**config.mk**
```make
export PLATFORM = sky130hd
export DESIGN_NAME = ps2_cmd_sequencer
export DESIGN_NICKNAME = d
export VERILOG_FILES = /design/src/rtl/bj_ps2_pkg.sv /design/src/rtl/bj_cmd_fifo.sv /design/src/rtl/ps2_cmd_sequencer.sv
export SDC_FILE = /design/constraint.sdc
export NUM_CORES = 1
export LEC_CHECK = 0
export BUFFER_PORTS_ARGS = -buffer_cell sky130_fd_sc_hd__clkbuf_2
export CAP_MARGIN = 20
export CELL_PAD_IN_SITES_DETAIL_PLACEMENT = 0
export CELL_PAD_IN_SITES_GLOBAL_PLACEMENT = 2
export CORE_ASPECT_RATIO = 1.5
export CORE_MARGIN = 8
export CORE_UTILIZATION = 41
export DETAILED_ROUTE_END_ITERATION = 10
export GPL_ROUTABILITY_DRIVEN = 0
export GPL_TIMING_DRIVEN = 1
export PLACE_DENSITY_LB_ADDON = 0.1
export SETUP_SLACK_MARGIN = 0.02
export SYNTH_ARGS = -nofsm -noshare
export SYNTH_HDL_FRONTEND = slang
export SYNTH_HIERARCHICAL = 1
export SYNTH_SLANG_ARGS = --single-unit
export TNS_END_PERCENT = 20
```
**constraint.sdc**
```tcl
create_clock -name CLOCK_50 -period 7.15 [get_ports CLOCK_50]
set_input_delay 1.43 -clock CLOCK_50 [delete_from_list [all_inputs] [get_ports CLOCK_50]]
set_output_delay 1.43 -clock CLOCK_50 [all_outputs]
set_load 0.005 [all_outputs]
```
**src/rtl/bj_ps2_pkg.sv**
```systemverilog
// rtl/bj_ps2_pkg.sv - shared scan codes, command encodings and parser states
package bj_ps2_pkg;

    localparam logic [7:0] H_MAKE = 8'h33;
    localparam logic [7:0] S_MAKE = 8'h1B;
    localparam logic [7:0] D_MAKE = 8'h23;
    localparam logic [7:0] BREAK  = 8'hF0;
    localparam logic [7:0] EXT    = 8'hE0;
    localparam logic [7:0] BAT_OK = 8'hAA;

    // Command codes double as the bit index into the {D,S,H} held vector
    localparam logic [1:0] CMD_HIT   = 2'd0;
    localparam logic [1:0] CMD_STAND = 2'd1;
    localparam logic [1:0] CMD_DEAL  = 2'd2;

    typedef enum logic [1:0] {
        ST_IDLE     = 2'd0,
        ST_GOT_E0   = 2'd1,
        ST_GOT_F0   = 2'd2,
        ST_GOT_E0F0 = 2'd3
    } parse_state_t;

    function automatic logic is_key(input logic [7:0] code);
        return (code == H_MAKE) || (code == S_MAKE) || (code == D_MAKE);
    endfunction

    function automatic logic [1:0] key_cmd(input logic [7:0] code);
        case (code)
            S_MAKE:  return CMD_STAND;
            D_MAKE:  return CMD_DEAL;
            default: return CMD_HIT;
        endcase
    endfunction

endpackage

```
**src/rtl/bj_cmd_fifo.sv**
```systemverilog
// rtl/bj_cmd_fifo.sv - show-ahead command queue with explicit occupancy counter
module bj_cmd_fifo #(
    parameter int  DEPTH = 4,
    localparam int AW    = $clog2(DEPTH),
    localparam int CW    = AW + 1
) (
    input  logic          clk,
    input  logic          rst,
    input  logic          push,
    input  logic [1:0]    push_data,
    input  logic          pop,
    input  logic          flush,
    output logic [1:0]    head,
    output logic          full,
    output logic          empty,
    output logic [CW-1:0] count,
    output logic          overflow
);

    logic [1:0]    mem [DEPTH];
    logic [AW-1:0] wr_ptr;
    logic [AW-1:0] rd_ptr;
    logic          do_push;
    logic          do_pop;

    assign empty   = (count == '0);
    assign full    = (count == CW'(DEPTH));
    // A pop frees a slot in the same cycle, so a full queue may still accept
    assign do_pop  = pop && !empty;
    assign do_push = push && (!full || do_pop);
    // Head reads as 0 while empty so the output never shows stale entries
    assign head    = empty ? 2'd0 : mem[rd_ptr];

    // Storage array: written only on accepted pushes that are not flushed
    always_ff @(posedge clk) begin
        if (do_push && !flush) begin
            mem[wr_ptr] <= push_data;
        end
    end

    // Pointers, occupancy and drop pulse; flush outranks push and pop
    always_ff @(posedge clk or posedge rst) begin
        if (rst) begin
            wr_ptr   <= '0;
            rd_ptr   <= '0;
            count    <= '0;
            overflow <= 1'b0;
        end else if (flush) begin
            wr_ptr   <= '0;
            rd_ptr   <= '0;
            count    <= '0;
            overflow <= 1'b0;
        end else begin
            if (do_push) begin
                wr_ptr <= wr_ptr + AW'(1);
            end
            if (do_pop) begin
                rd_ptr <= rd_ptr + AW'(1);
            end
            case ({do_push, do_pop})
                2'b10:   count <= count + CW'(1);
                2'b01:   count <= count - CW'(1);
                default: count <= count;
            endcase
            overflow <= push && !do_push;
        end
    end

endmodule

```
**src/rtl/ps2_cmd_sequencer.sv**
```systemverilog
// rtl/ps2_cmd_sequencer.sv - PS/2 set-2 prefix parser, typematic filter and command queue
module ps2_cmd_sequencer
    import bj_ps2_pkg::*;
#(
    parameter int FIFO_DEPTH     = 4,
    parameter int PREFIX_TIMEOUT = 100000
) (
    input  logic                        CLOCK_50,
    input  logic                        reset,
    input  logic [7:0]                  rx_data,
    input  logic                        rx_valid,
    input  logic                        flush,
    input  logic                        cmd_ready,
    output logic                        cmd_valid,
    output logic [1:0]                  cmd_code,
    output logic [$clog2(FIFO_DEPTH):0] cmd_count,
    output logic [2:0]                  key_held,
    output logic                        overflow,
    output logic                        proto_err,
    output logic                        timeout
);

    localparam int TW = $clog2(PREFIX_TIMEOUT);

    parse_state_t  state;
    parse_state_t  state_n;
    logic [TW-1:0] tmo_cnt;
    logic [TW-1:0] tmo_cnt_n;
    logic [2:0]    held_n;
    logic          perr_n;
    logic          tmo_n;
    logic          push;
    logic [1:0]    push_code;
    logic          fifo_empty;
    logic          unused_full;

    // Parser state, prefix timer, held flags and status pulses
    always_ff @(posedge CLOCK_50 or posedge reset) begin
        if (reset) begin
            state     <= ST_IDLE;
            tmo_cnt   <= '0;
            key_held  <= '0;
            proto_err <= 1'b0;
            timeout   <= 1'b0;
        end else begin
            state     <= state_n;
            tmo_cnt   <= tmo_cnt_n;
            key_held  <= held_n;
            proto_err <= perr_n;
            timeout   <= tmo_n;
        end
    end

    // Next-state decode: bytes drive transitions, silence in a prefix state ages the timer
    always_comb begin
        state_n   = state;
        tmo_cnt_n = '0;
        held_n    = key_held;
        perr_n    = 1'b0;
        tmo_n     = 1'b0;
        push      = 1'b0;
        push_code = key_cmd(rx_data);

        if (rx_valid) begin
            case (state)
                ST_IDLE: begin
                    if (rx_data == BREAK) begin
                        state_n = ST_GOT_F0;
                    end else if (rx_data == EXT) begin
                        state_n = ST_GOT_E0;
                    end else if (is_key(rx_data)) begin
                        // Only the first make of a press queues a command; repeats are typematic
                        if (!key_held[push_code]) begin
                            held_n[push_code] = 1'b1;
                            push              = 1'b1;
                        end
                    end else if (rx_data == BAT_OK) begin
                        held_n = '0;
                    end
                end
                ST_GOT_F0: begin
                    state_n = ST_IDLE;
                    if (is_key(rx_data)) begin
                        held_n[push_code] = 1'b0;
                    end else if ((rx_data == BREAK) || (rx_data == EXT)) begin
                        perr_n = 1'b1;
                    end
                end
                ST_GOT_E0: begin
                    state_n = (rx_data == BREAK) ? ST_GOT_E0F0 : ST_IDLE;
                end
                ST_GOT_E0F0: begin
                    state_n = ST_IDLE;
                end
                default: begin
                    state_n = ST_IDLE;
                end
            endcase
        end else if (state != ST_IDLE) begin
            if (tmo_cnt == TW'(PREFIX_TIMEOUT - 1)) begin
                state_n = ST_IDLE;
                tmo_n   = 1'b1;
            end else begin
                tmo_cnt_n = tmo_cnt + TW'(1);
            end
        end
    end

    bj_cmd_fifo #(
        .DEPTH(FIFO_DEPTH)
    ) u_fifo (
        .clk      (CLOCK_50),
        .rst      (reset),
        .push     (push),
        .push_data(push_code),
        .pop      (cmd_ready),
        .flush    (flush),
        .head     (cmd_code),
        .full     (unused_full),
        .empty    (fifo_empty),
        .count    (cmd_count),
        .overflow (overflow)
    );

    assign cmd_valid = !fifo_empty;

endmodule

```
==> impl_summary.log <==
INFO  metric num-fill-cells = around 550
INFO  metric synth-seq-cells = 40
INFO  metric power-per-cell-area = 171 nW/um2
INFO  metric finish.net_count = 268
INFO  metric synth_simple_gate_area_share = a little over a quarter
INFO  metric io-pin-count = 25
INFO  metric storage_element_area = 1040 um2
INFO  metric combinational_family_with_the_most_area_after_synthesis = simple AND/OR/NAND/NOR gates
INFO  metric clk_transition_reported_paths = 0.09 ns
INFO  metric ys.warnings.count = 6
INFO  metric clock.fmax = 254 MHz
INFO  metric syn-instance-count = 225
INFO  metric synthesis.nets = 244
INFO  metric final-instance-count-excl-fill = 320
INFO  metric placed_area = 2470 um2
INFO  metric cts_hold_repair.buffers = 0
INFO  metric layout-drive-gt1-share = around 20%
INFO  metric critical_path.cell_chain = clkbuf_2 > or3b_4 > a21o_1 > a211oi_2 > and4bb_2 > nand2b_4 > nor2_1 > fa_1 > or4_1 > a31oi_1
INFO  metric initial_utilization = 42.7%
INFO  metric portion_of_netlist_area_occupied_by_mux_cells = 4.65%
INFO  metric antenna_left = 0
INFO  metric number_of_slew_limit_violations_in_the_final_report = 0
INFO  metric report.power.total = 445 uW
INFO  metric max_cap_violations = 0
INFO  metric clock_skew = 0.0177 ns
INFO  metric cts_inserted_buffers = 5
INFO  metric commonest_cells_after_routing_fill_and_taps_aside = nor2_1, dfrtp_1, clkbuf_2
INFO  metric worstSetupPathType = in2reg
INFO  metric pin_count_of_the_biggest_net_entering_global_routing = 25
INFO  metric cp_num_buf_inv = 1
INFO  metric antenna_found_initial = 0
INFO  metric multi_input_comb_area = 1190 um2
INFO  metric timing.critical_path.arrival = 4.17 ns
INFO  metric met2_usage = between 20 and 25%
INFO  metric synthesis.area_per_instance = 10.4 um2
INFO  metric setup_slack_after_placement = 2.87 ns
INFO  metric vdd_ir_drop_max = 0.0953 mV
INFO  metric tritoncts = built
INFO  metric grt.met1_usage = 13.7%
INFO  metric worst_setup_path_start_kind = input pin
INFO  metric crit_family = simple AND/OR/NAND/NOR gates
INFO  metric synthesized_area_fraction_occupied_by_ao_oa_aoi_and_oai_cells = 8.49%
INFO  metric io_buffers = 24
INFO  metric required = 7.38 ns
INFO  metric mostFrequentLayoutCell = nor2_1
INFO  metric detail_route.wl_per_cell = 15.5 um
INFO  metric unrepaired_setup_endpoints_after_global_routing = no
INFO  metric globalRouteMet3Util = between 3 and 4%
INFO  metric clk_latency_worst_skew_pair = 0.30 ns
INFO  metric placement_rows = 33
INFO  metric grtUsageTotal = 12.5%
INFO  metric fin_hold_ws = 0.461 ns
INFO  metric cts_root_buf = clkbuf_8
INFO  metric worstPathMaxFanout = 9
INFO  metric setup_slack = 3.21 ns
INFO  metric die_area = about 8400 um2
INFO  metric grt_first_pass_wirelength = approximately 8500 um
INFO  metric finalWirelength = between 4000 and 5000 um
INFO  metric synth_enable_flop_cells = 8
INFO  metric resized_after_cts = 0
INFO  metric share_of_the_yosys_chip_area_belonging_to_registers = between 40% and 50%
INFO  metric max-clock-path-buffers = 2
INFO  metric antennaDiodeCount = 0
INFO  metric hold_violations = 0
INFO  metric cts.repair_timing.setup_buffer_count = 0
INFO  metric grt_overflow_total = 0
INFO  metric finalCritPeriodShare = between 50% and 60%
INFO  metric async_reset_ff_share = 80.0%
INFO  metric fin_util = 47.5%
INFO  metric areaGrowthSynthToFinish = 11.4%
INFO  metric via_per_inst = roughly 5.4
INFO  metric number_of_global_route_vias_before_repair = 1759
INFO  metric placeableCoreArea = 5490 um2
INFO  metric synth.lib_cells_used.distinct = 55
INFO  metric route.detailed.drc = 0
INFO  metric yosys.area_share.adder = under 10%
INFO  metric cts_max_level = 2
INFO  metric grt.busiest_layer = met2
INFO  metric power_leakage = 1.09 nW
INFO  metric min_path_type = reg2reg
INFO  metric dp_hpwl = 3720 um
INFO  metric critical_path.endpoint_type = register
INFO  metric setup_viol = 0
INFO  metric synthesis.area = 2340 um2
INFO  metric yosys.area_share.xor_xnor = 7.48%
INFO  metric run_status = complete, no violations
INFO  metric finalCriticalPeriod = 3.94 ns
INFO  metric postLayoutCellArea = 2610 um2
INFO  metric postSynth.topFlopCell = dfrtp_1
INFO  metric cells_after_dpl = 311
INFO  metric timing.slew.headroom = approximately 63%
INFO  metric drt_first_pass_iters = 4
INFO  metric setup_total_negative_slack = 0 ns
INFO  metric max_stage_delay = about 0.52 ns
INFO  metric die_h = 109 um
INFO  metric dr.first_iter.drc_count = 40
INFO  metric via_count = roughly 1.7k
INFO  metric max_slew.worst_pin.slew = 0.554 ns
INFO  metric die_w = roughly 78 um
INFO  metric tritoncts_num_sinks = 40
INFO  metric cpMaxStageDelayCell = or4_1
[synth_stat cells, types with 2 or more instances]
| master | count | area [um2] |
|---|---|---|
| nor3b_1 | 4 | 30.0 |
| a211oi_1 | 3 | 22.5 |
| xor2_1 | 14 | 123 |
| clkbuf_8 | 2 | 27.5 |
| and2_1 | 6 | 37.5 |
| and4bb_2 | 2 | 25.0 |
| mux4_2 | 2 | 45.0 |
| mux2_2 | 2 | 22.5 |
| a31o_2 | 3 | 26.3 |
| and3_1 | 5 | 31.3 |
| nand2b_1 | 5 | 31.3 |
| o31ai_1 | 2 | 15.0 |
| nand3_1 | 8 | 40.0 |
| nand4_1 | 4 | 25.0 |
| o2111ai_1 | 2 | 17.5 |
| nor3_1 | 9 | 45.0 |
| ha_1 | 5 | 62.6 |
| nand2_1 | 11 | 41.3 |
| buf_6 | 3 | 33.8 |
| edfxtp_1 | 8 | 240 |
| nor2_1 | 34 | 128 |
| a21oi_1 | 3 | 15.0 |
| nor2b_1 | 6 | 37.5 |
| clkbuf_1 | 2 | 7.51 |
| and4_1 | 2 | 17.5 |
| inv_1 | 10 | 37.5 |
| nand3b_1 | 2 | 15.0 |
| dfrtp_1 | 32 | 801 |
| xnor2_1 | 6 | 52.6 |
| mux2i_1 | 3 | 30.0 |
[worst register-to-register path: stages, from the launching register on]
cell,delay [ns]
dfrtp_1,0.45
nor2_1,0.23
nand2_1,0.11
and4bb_2,0.45
nand2b_4,0.18
nor2_1,0.06
fa_1,0.41
or4_1,0.52
a31oi_1,0.16
[sequential cells by signal (all words and copies together), names as in the netlist]
signal,count
proto_err,1
u_fifo/mem,8
timeout,1
u_fifo/overflow,1
state,2
u_fifo/wr_ptr,2
key_held,3
u_fifo/count,3
u_fifo/rd_ptr,2
tmo_cnt,17
[final timing paths]
kind / cells past startpoint / endpoint / slack (ns) / startpoint
worst max-delay path: 10 / u_fifo/count[2]$_DFFE_PP0P_ / 3.21 / rx_data[3]
worst min-delay path: 1 / tmo_cnt[0]$_DFF_PP0_ / 0.46 / tmo_cnt[0]$_DFF_PP0_
worst max register to register: 8 / u_fifo/count[2]$_DFFE_PP0P_ / 4.51 / state[1]$_DFFE_PP0P_
worst min register to register: 1 / tmo_cnt[0]$_DFF_PP0_ / 0.46 / tmo_cnt[0]$_DFF_PP0_
max in group asynchronous: 3 / tmo_cnt[7]$_DFF_PP0_ / 5.78 / reset
min in group asynchronous: 2 / tmo_cnt[13]$_DFF_PP0_ / 1.00 / reset
[logic make-up (layout without fill, tap and decap cells)]
kind of cell               count (synthesis)  after routing
DFF                                       40             40
AOI/OAI and AO/OA                         24             24
adders and majority gates                  6              6
muxes                                      8              8
xor gates and xnor gates                  20             20
and+or+nand+nor                          109            109
buffers and inverters                     18             43
[power breakdown]
| part | switching, mW | internal (mW) | total, mW |
|---|---|---|---|
| Combinational | 0.0168 | 0.0113 | 0.0280 |
| Clock | 0.0794 | 0.104 | 0.183 |
| Sequential | 0.00129 | 0.233 | 0.234 |
| Total | 0.0975 | 0.348 | 0.445 |
[area by class of cell]
class                   count  share of cell area, %
clock buffers               6                   2.78
repair buffers             25                   5.66
flip-flops and latches     40                   39.9
multi-input cells         167                   45.5
well taps                  70                   3.36
inverters                  10                   1.44
clock inverters             2                   1.34
[metal layers]
layer | vias to the layer above | wire, um
met1 | 843 | 1990
met4 | 0 | 110
met5 | - | 0
met3 | 9 | 205
li1 | 840 | -
met2 | 21 | 2640
Note: power is estimated with default switching activity, not from simulation.
